==> src/rtl/xgmii_pkg.sv <==
// xgmii_pkg: XGMII control characters, fixed 72-bit words and framer states.
package xgmii_pkg;
  localparam logic [7:0] XGMII_IDLE = 8'h07;
  localparam logic [7:0] XGMII_START = 8'hFB;
  localparam logic [7:0] XGMII_TERM = 8'hFD;
  localparam logic [7:0] XGMII_ERROR = 8'hFE;
  localparam logic [71:0] XGMII_PREAMBLE_WORD = {8'h01, 8'hD5, {6{8'h55}}, XGMII_START};
  localparam logic [71:0] XGMII_IDLE_WORD = {8'hff, {8{XGMII_IDLE}}};
  // Error in lane 0 and terminate in lane 1 closes an aborted frame.
  localparam logic [71:0] XGMII_ABORT_WORD = {8'hff, {6{XGMII_IDLE}}, XGMII_TERM, XGMII_ERROR};
  typedef enum logic [2:0] {IDLE, PRE, DATA, TERM, IFG} state_t;
endpackage

==> src/rtl/xgmii_term_merge.sv <==
// xgmii_term_merge: builds the terminate word for n valid bytes; n=8 yields the standalone FD word.
module xgmii_term_merge
  import xgmii_pkg::*;
(
  input  logic [63:0] data,
  input  logic [3:0]  n,
  output logic [71:0] word
);
  logic [2:0] m;
  assign m = n[3] ? 3'd0 : n[2:0];
  always_comb begin
    word = '0;
    for (int i = 0; i < 8; i++) begin
      word[8*i +: 8] = (i < int'(m)) ? data[8*i +: 8] : (i == int'(m)) ? XGMII_TERM : XGMII_IDLE;
      word[64+i] = i >= int'(m);
    end
  end
endmodule

==> src/rtl/frame2fifo72.sv <==
// frame2fifo72: frames 64-bit user beats into 72-bit XGMII-layout TX FIFO words.
// Define FRAME2FIFO72_STATS_EN to implement frame_cnt/drop_cnt; otherwise both read 0.
module frame2fifo72
  import xgmii_pkg::*;
#(
  parameter int IFG_WORDS = 1
) (
  input  logic        sys_clk,
  input  logic        sys_rst_n,
  input  logic [63:0] tx_data,
  input  logic [7:0]  tx_keep,
  input  logic        tx_sof,
  input  logic        tx_eof,
  input  logic        tx_valid,
  output logic        tx_ready,
  output logic [71:0] din,
  output logic        wr_en,
  input  logic        full,
  output logic [31:0] frame_cnt,
  output logic [31:0] drop_cnt
);
  state_t state, nxt;
  logic [1:0] ifg_cnt;
  logic first, abort, last, eof_part;
  logic [3:0] n, mn;
  logic [71:0] merged;
  always_comb begin
    n = 4'd8;
    for (int i = 7; i >= 0; i--) if (!tx_keep[i]) n = 4'(i);
  end
  assign mn = (state == TERM) ? 4'd8 : n;
  assign abort = tx_valid & tx_sof & !first;
  assign last = ifg_cnt == 2'(IFG_WORDS - 1);
  assign eof_part = tx_eof & !n[3];
  xgmii_term_merge u_merge (.data(tx_data), .n(mn), .word(merged));
  // first marks the sof beat held over from IDLE, so only a later sof aborts.
  always_ff @(posedge sys_clk or negedge sys_rst_n) begin
    if (!sys_rst_n) begin
      state <= IDLE;
      ifg_cnt <= '0;
      first <= 1'b0;
    end else begin
      state <= nxt;
      ifg_cnt <= (state == IFG && wr_en) ? (last ? 2'd0 : ifg_cnt + 2'd1) : ifg_cnt;
      first <= (state == PRE) ? 1'b1 : tx_ready ? 1'b0 : first;
    end
  end
  always_comb begin
    nxt = state;
    case (state)
      IDLE: if (tx_valid & tx_sof & !full) nxt = PRE;
      PRE: if (!full) nxt = DATA;
      DATA: if (tx_valid & !full) nxt = abort ? IFG : !tx_eof ? DATA : n[3] ? TERM : IFG;
      TERM: if (!full) nxt = IFG;
      IFG: if (!full & last) nxt = IDLE;
      default: nxt = IDLE;
    endcase
  end
  always_comb begin
    wr_en = sys_rst_n & !full & ((state == PRE) | (state == TERM) | (state == IFG) | ((state == DATA) & tx_valid));
    tx_ready = sys_rst_n & !full & tx_valid & ((state == IDLE) ? !tx_sof : (state == DATA) & !abort);
    din = (state == PRE) ? XGMII_PREAMBLE_WORD :
          (state == TERM) ? merged :
          (state == IFG) ? XGMII_IDLE_WORD :
          (state != DATA) ? '0 :
          abort ? XGMII_ABORT_WORD :
          eof_part ? merged : {8'h00, tx_data};
  end
`ifdef FRAME2FIFO72_STATS_EN
  logic frame_done, drop;
  assign frame_done = wr_en & ((state == TERM) | ((state == DATA) & !abort & eof_part));
  assign drop = tx_ready & (state == IDLE);
  always_ff @(posedge sys_clk or negedge sys_rst_n) begin
    if (!sys_rst_n) begin
      frame_cnt <= '0;
      drop_cnt <= '0;
    end else begin
      frame_cnt <= frame_cnt + 32'(frame_done);
      drop_cnt <= drop_cnt + 32'(drop);
    end
  end
`else
  assign frame_cnt = '0;
  assign drop_cnt = '0;
`endif
endmodule

==> config.mk <==
export PLATFORM = sky130hd
export DESIGN_NAME = frame2fifo72
export DESIGN_NICKNAME = d
export VERILOG_FILES = /design/src/rtl/xgmii_pkg.sv /design/src/rtl/xgmii_term_merge.sv /design/src/rtl/frame2fifo72.sv
export SDC_FILE = /design/constraint.sdc
export NUM_CORES = 1
export LEC_CHECK = 0
export BUFFER_PORTS_ARGS = -buffer_cell sky130_fd_sc_hd__buf_2
export CAP_MARGIN = 5
export CORE_AREA = 2 2 83 85
export DETAILED_ROUTE_END_ITERATION = 16
export DIE_AREA = 0 0 85 87
export PLACE_DENSITY = 0.75
export SLEW_MARGIN = 20
export SYNTH_ARGS = -nofsm -noshare
export SYNTH_HDL_FRONTEND = slang
export SYNTH_SLANG_ARGS = --single-unit
==> constraint.sdc <==
create_clock -name sys_clk -period 3.9 [get_ports sys_clk]
set_clock_uncertainty 0.2 [all_clocks]
set_input_delay 0.195 -clock sys_clk [delete_from_list [all_inputs] [get_ports sys_clk]]
set_output_delay 0.195 -clock sys_clk [all_outputs]
set_load 0.05 [all_outputs]
==> flow_metrics.env <==
export IMPL_status="completed"
export IMPL_reg2reg_to="state[0]$_DFFE_PN0P_"
export IMPL_die_height_um=87
export IMPL_die_w_um=85
export IMPL_dp_hpwl_um=6950
export IMPL_min_from="full"
export IMPL_fin_nets=570
export IMPL_netlist_area_mm2=0.00212
export IMPL_grt_pass1_wl_um=12400
export IMPL_use_met2=0.376
export IMPL_layout_cells_non_filler=568
export IMPL_use_met1=0.244
export IMPL_worst_slew_pin_slew_ps=672
export IMPL_fin_tns_setup_ps=0
export IMPL_detail_route_antenna_nets=0
export IMPL_path_clk_slew_ps=40
export IMPL_synth_avg_cell_area_um2=6.15
export IMPL_final_hold_viol_count=0
export IMPL_wl_per_cell_um=14.7
export IMPL_slew_viol_final=0
export IMPL_cp_end_kind="primary output"
export IMPL_crit_type="reg2out"
export IMPL_cap_violations=0
export IMPL_synth_edf_count=0
export IMPL_synthToLayoutAreaGrowth_pct=29.5
export IMPL_setup_viol=0
export IMPL_whs_path_depth=3
export IMPL_die_area_mm2=0.00740
export IMPL_ys_top_cells_by_count="buf_4, o21ai_0, nor2_1"
export IMPL_rows=30
export IMPL_slew_headroom=0.551
export IMPL_numCtsBuffers=3
export IMPL_ys_ff_latch=6
export IMPL_regToRegSetupSlack_ps=1540
export IMPL_synth_top_area_cell="buf_4"
export IMPL_grt_max_degree=21
export IMPL_cts_tree="yes"
export IMPL_antenna_cells=0
export IMPL_critPathArrivalTime_ps=2780
export IMPL_ctsResizeCount=0
export IMPL_grt_busiest_layer="met2"
export IMPL_fin_crit_sh=0.815
export IMPL_via_count=2844
export IMPL_rsz0062_at_grt="no"
export IMPL_drtIter0Drc=168
export IMPL_yosys_warnings=0
export IMPL_drive_above_1_share=0.357
export IMPL_r2r_worst_path_cells=5
export IMPL_hold_path_end="state[2]$_DFFE_PN0P_"
export IMPL_grt_pass1_vias=2566
export IMPL_async_flop_share=1.00
export IMPL_clkSinkCount=6
export IMPL_grt_use_total=0.202
export IMPL_clk_latency_ps=220
export IMPL_routed_wl_um=8340
export IMPL_dp_cells=564
export IMPL_holdWs_ps=70.0
export IMPL_start_kind="flop"
export IMPL_grt_use_met3=0.0227
export IMPL_dr_pass1_iters=5
export IMPL_synth_distinct_cells=51
export IMPL_port_buffer_count=151
export IMPL_netlist_area_leader_share=0.230
export IMPL_grt_overflow=0
export IMPL_fill_cells=739
export IMPL_place_gp_congestion=0.946
export IMPL_cts_htree_levels=1
export IMPL_drc=0
export IMPL_cts_root_to_sink_buffers=2
export IMPL_cp_max_fo=20
export IMPL_ctsRootBufferMaster="clkbuf_8"
export IMPL_ios=216
export IMPL_initial_core_util=0.323
export IMPL_fin_crit_ps=3180
export IMPL_core_mm2=0.00657
export IMPL_yosysSeqAreaShare=0.0707
export IMPL_max_freq_ghz=0.315
export IMPL_hold_class="in2reg"
export IMPL_avgViaCountPerCell=5.01
export IMPL_timing_rr_start="state[1]$_DFFE_PN0P_"
export IMPL_yosysMostFrequentCell="buf_4"
export IMPL_synth_cells=345
export IMPL_crit_required_ps=3500
export IMPL_synth_area_leaders="buf_4, o21ai_0, a21oi_1, nor2_1, dfrtp_1"
export IMPL_ys_flop_type="dfrtp_1"
export IMPL_grt_antenna_before_repair=0
[logic make-up (layout without fill, tap and decap cells)]
family	count (synthesis)	after routing	share of synthesized area
adder cells (fa/ha/maj)	2	2	0.0118
buffers and inverters	94	174	0.284
AO/OA/AOI/OAI	126	126	0.357
other	1	64	0.00177
AND/OR/NAND/NOR	112	112	0.255
flip-flops	6	6	0.0707
multiplexers	4	4	0.0206
[cell type report]
cell class                 instances  area, µm²  area share
clock buffer                       3       41.3      0.0150
inverter                          15       56.3      0.0205
sequential                         6        150      0.0546
tap                               80        100      0.0364
multi-input combinational        308       1610       0.584
timing repair buffer             156        796       0.289
[through the flow]
step | worst slack, ps | util | instance area (µm²)
floorplan | 901 | - | 2360
global placement | 1170 | 0.411 | 2700
detailed placement | 1020 | 0.411 | 2700
CTS | 780 | 0.419 | 2750
global route | 445 | 0.419 | 2750
finish | 722 | 0.419 | 2750
[sequential cells by signal (all words and copies together) (netlist names)]
register and count:
first 1, ifg_cnt 2, state 3
[how the worst max path moves through the flow]
stage	from	end	slack, ps	cells past startpoint
after floorplan	state[1]$_DFFE_PN0P_	din[48]	900	6
after global placement	state[1]$_DFFE_PN0P_	din[64]	1170	6
after detailed placement	state[1]$_DFFE_PN0P_	din[9]	1020	6
after CTS	state[1]$_DFFE_PN0P_	din[9]	780	6
after global routing	state[1]$_DFFE_PN0P_	din[9]	440	6
final	state[1]$_DFFE_PN0P_	din[9]	720	6
[worst max-delay path: stages (launching register included)]
cell and delay, ps:
dfrtp_1 650, and3b_1 370, nor3b_1 130, nor2_2 390, nand3_1 380, o21ai_0 320
buf_2 310
[what timing repair did]
action                                 4_1_cts  5_1_grt
endpoints found under the hold margin        6        0
buffers inserted                             0        0
hold buffers                                 1        0
[metal layers]
layer	part of all wire	vias up
li1	-	1372
met1	0.40	1309
met2	0.52	155
met3	0.074	8
met4	0.0071	0
met5	0	-
[cell usage in the layout (no fill, tap or decap), types with 2 or more instances in the layout]
cell type    n
a2bb2oi_1    2
o21a_1       2
dfrtp_1      6
mux2_2       3
nand3b_1     2
clkbuf_8     3
nor3_2       2
ha_1         2
nor2b_1      3
and3b_1      2
a21oi_1     40
a31oi_1      9
inv_1       15
a211o_1      2
o31ai_1      5
nand2b_1     2
conb_1      64
nand4_1      2
a31o_2       2
nor3_1       6
o21ai_0     51
nand2_1     33
nor2_1      44
buf_4        4
buf_2      151
nand3_1      6
Power is left out: the tool's default activity adds up to more than one toggle a clock period on the data nets, which glitch-free logic cannot reach.
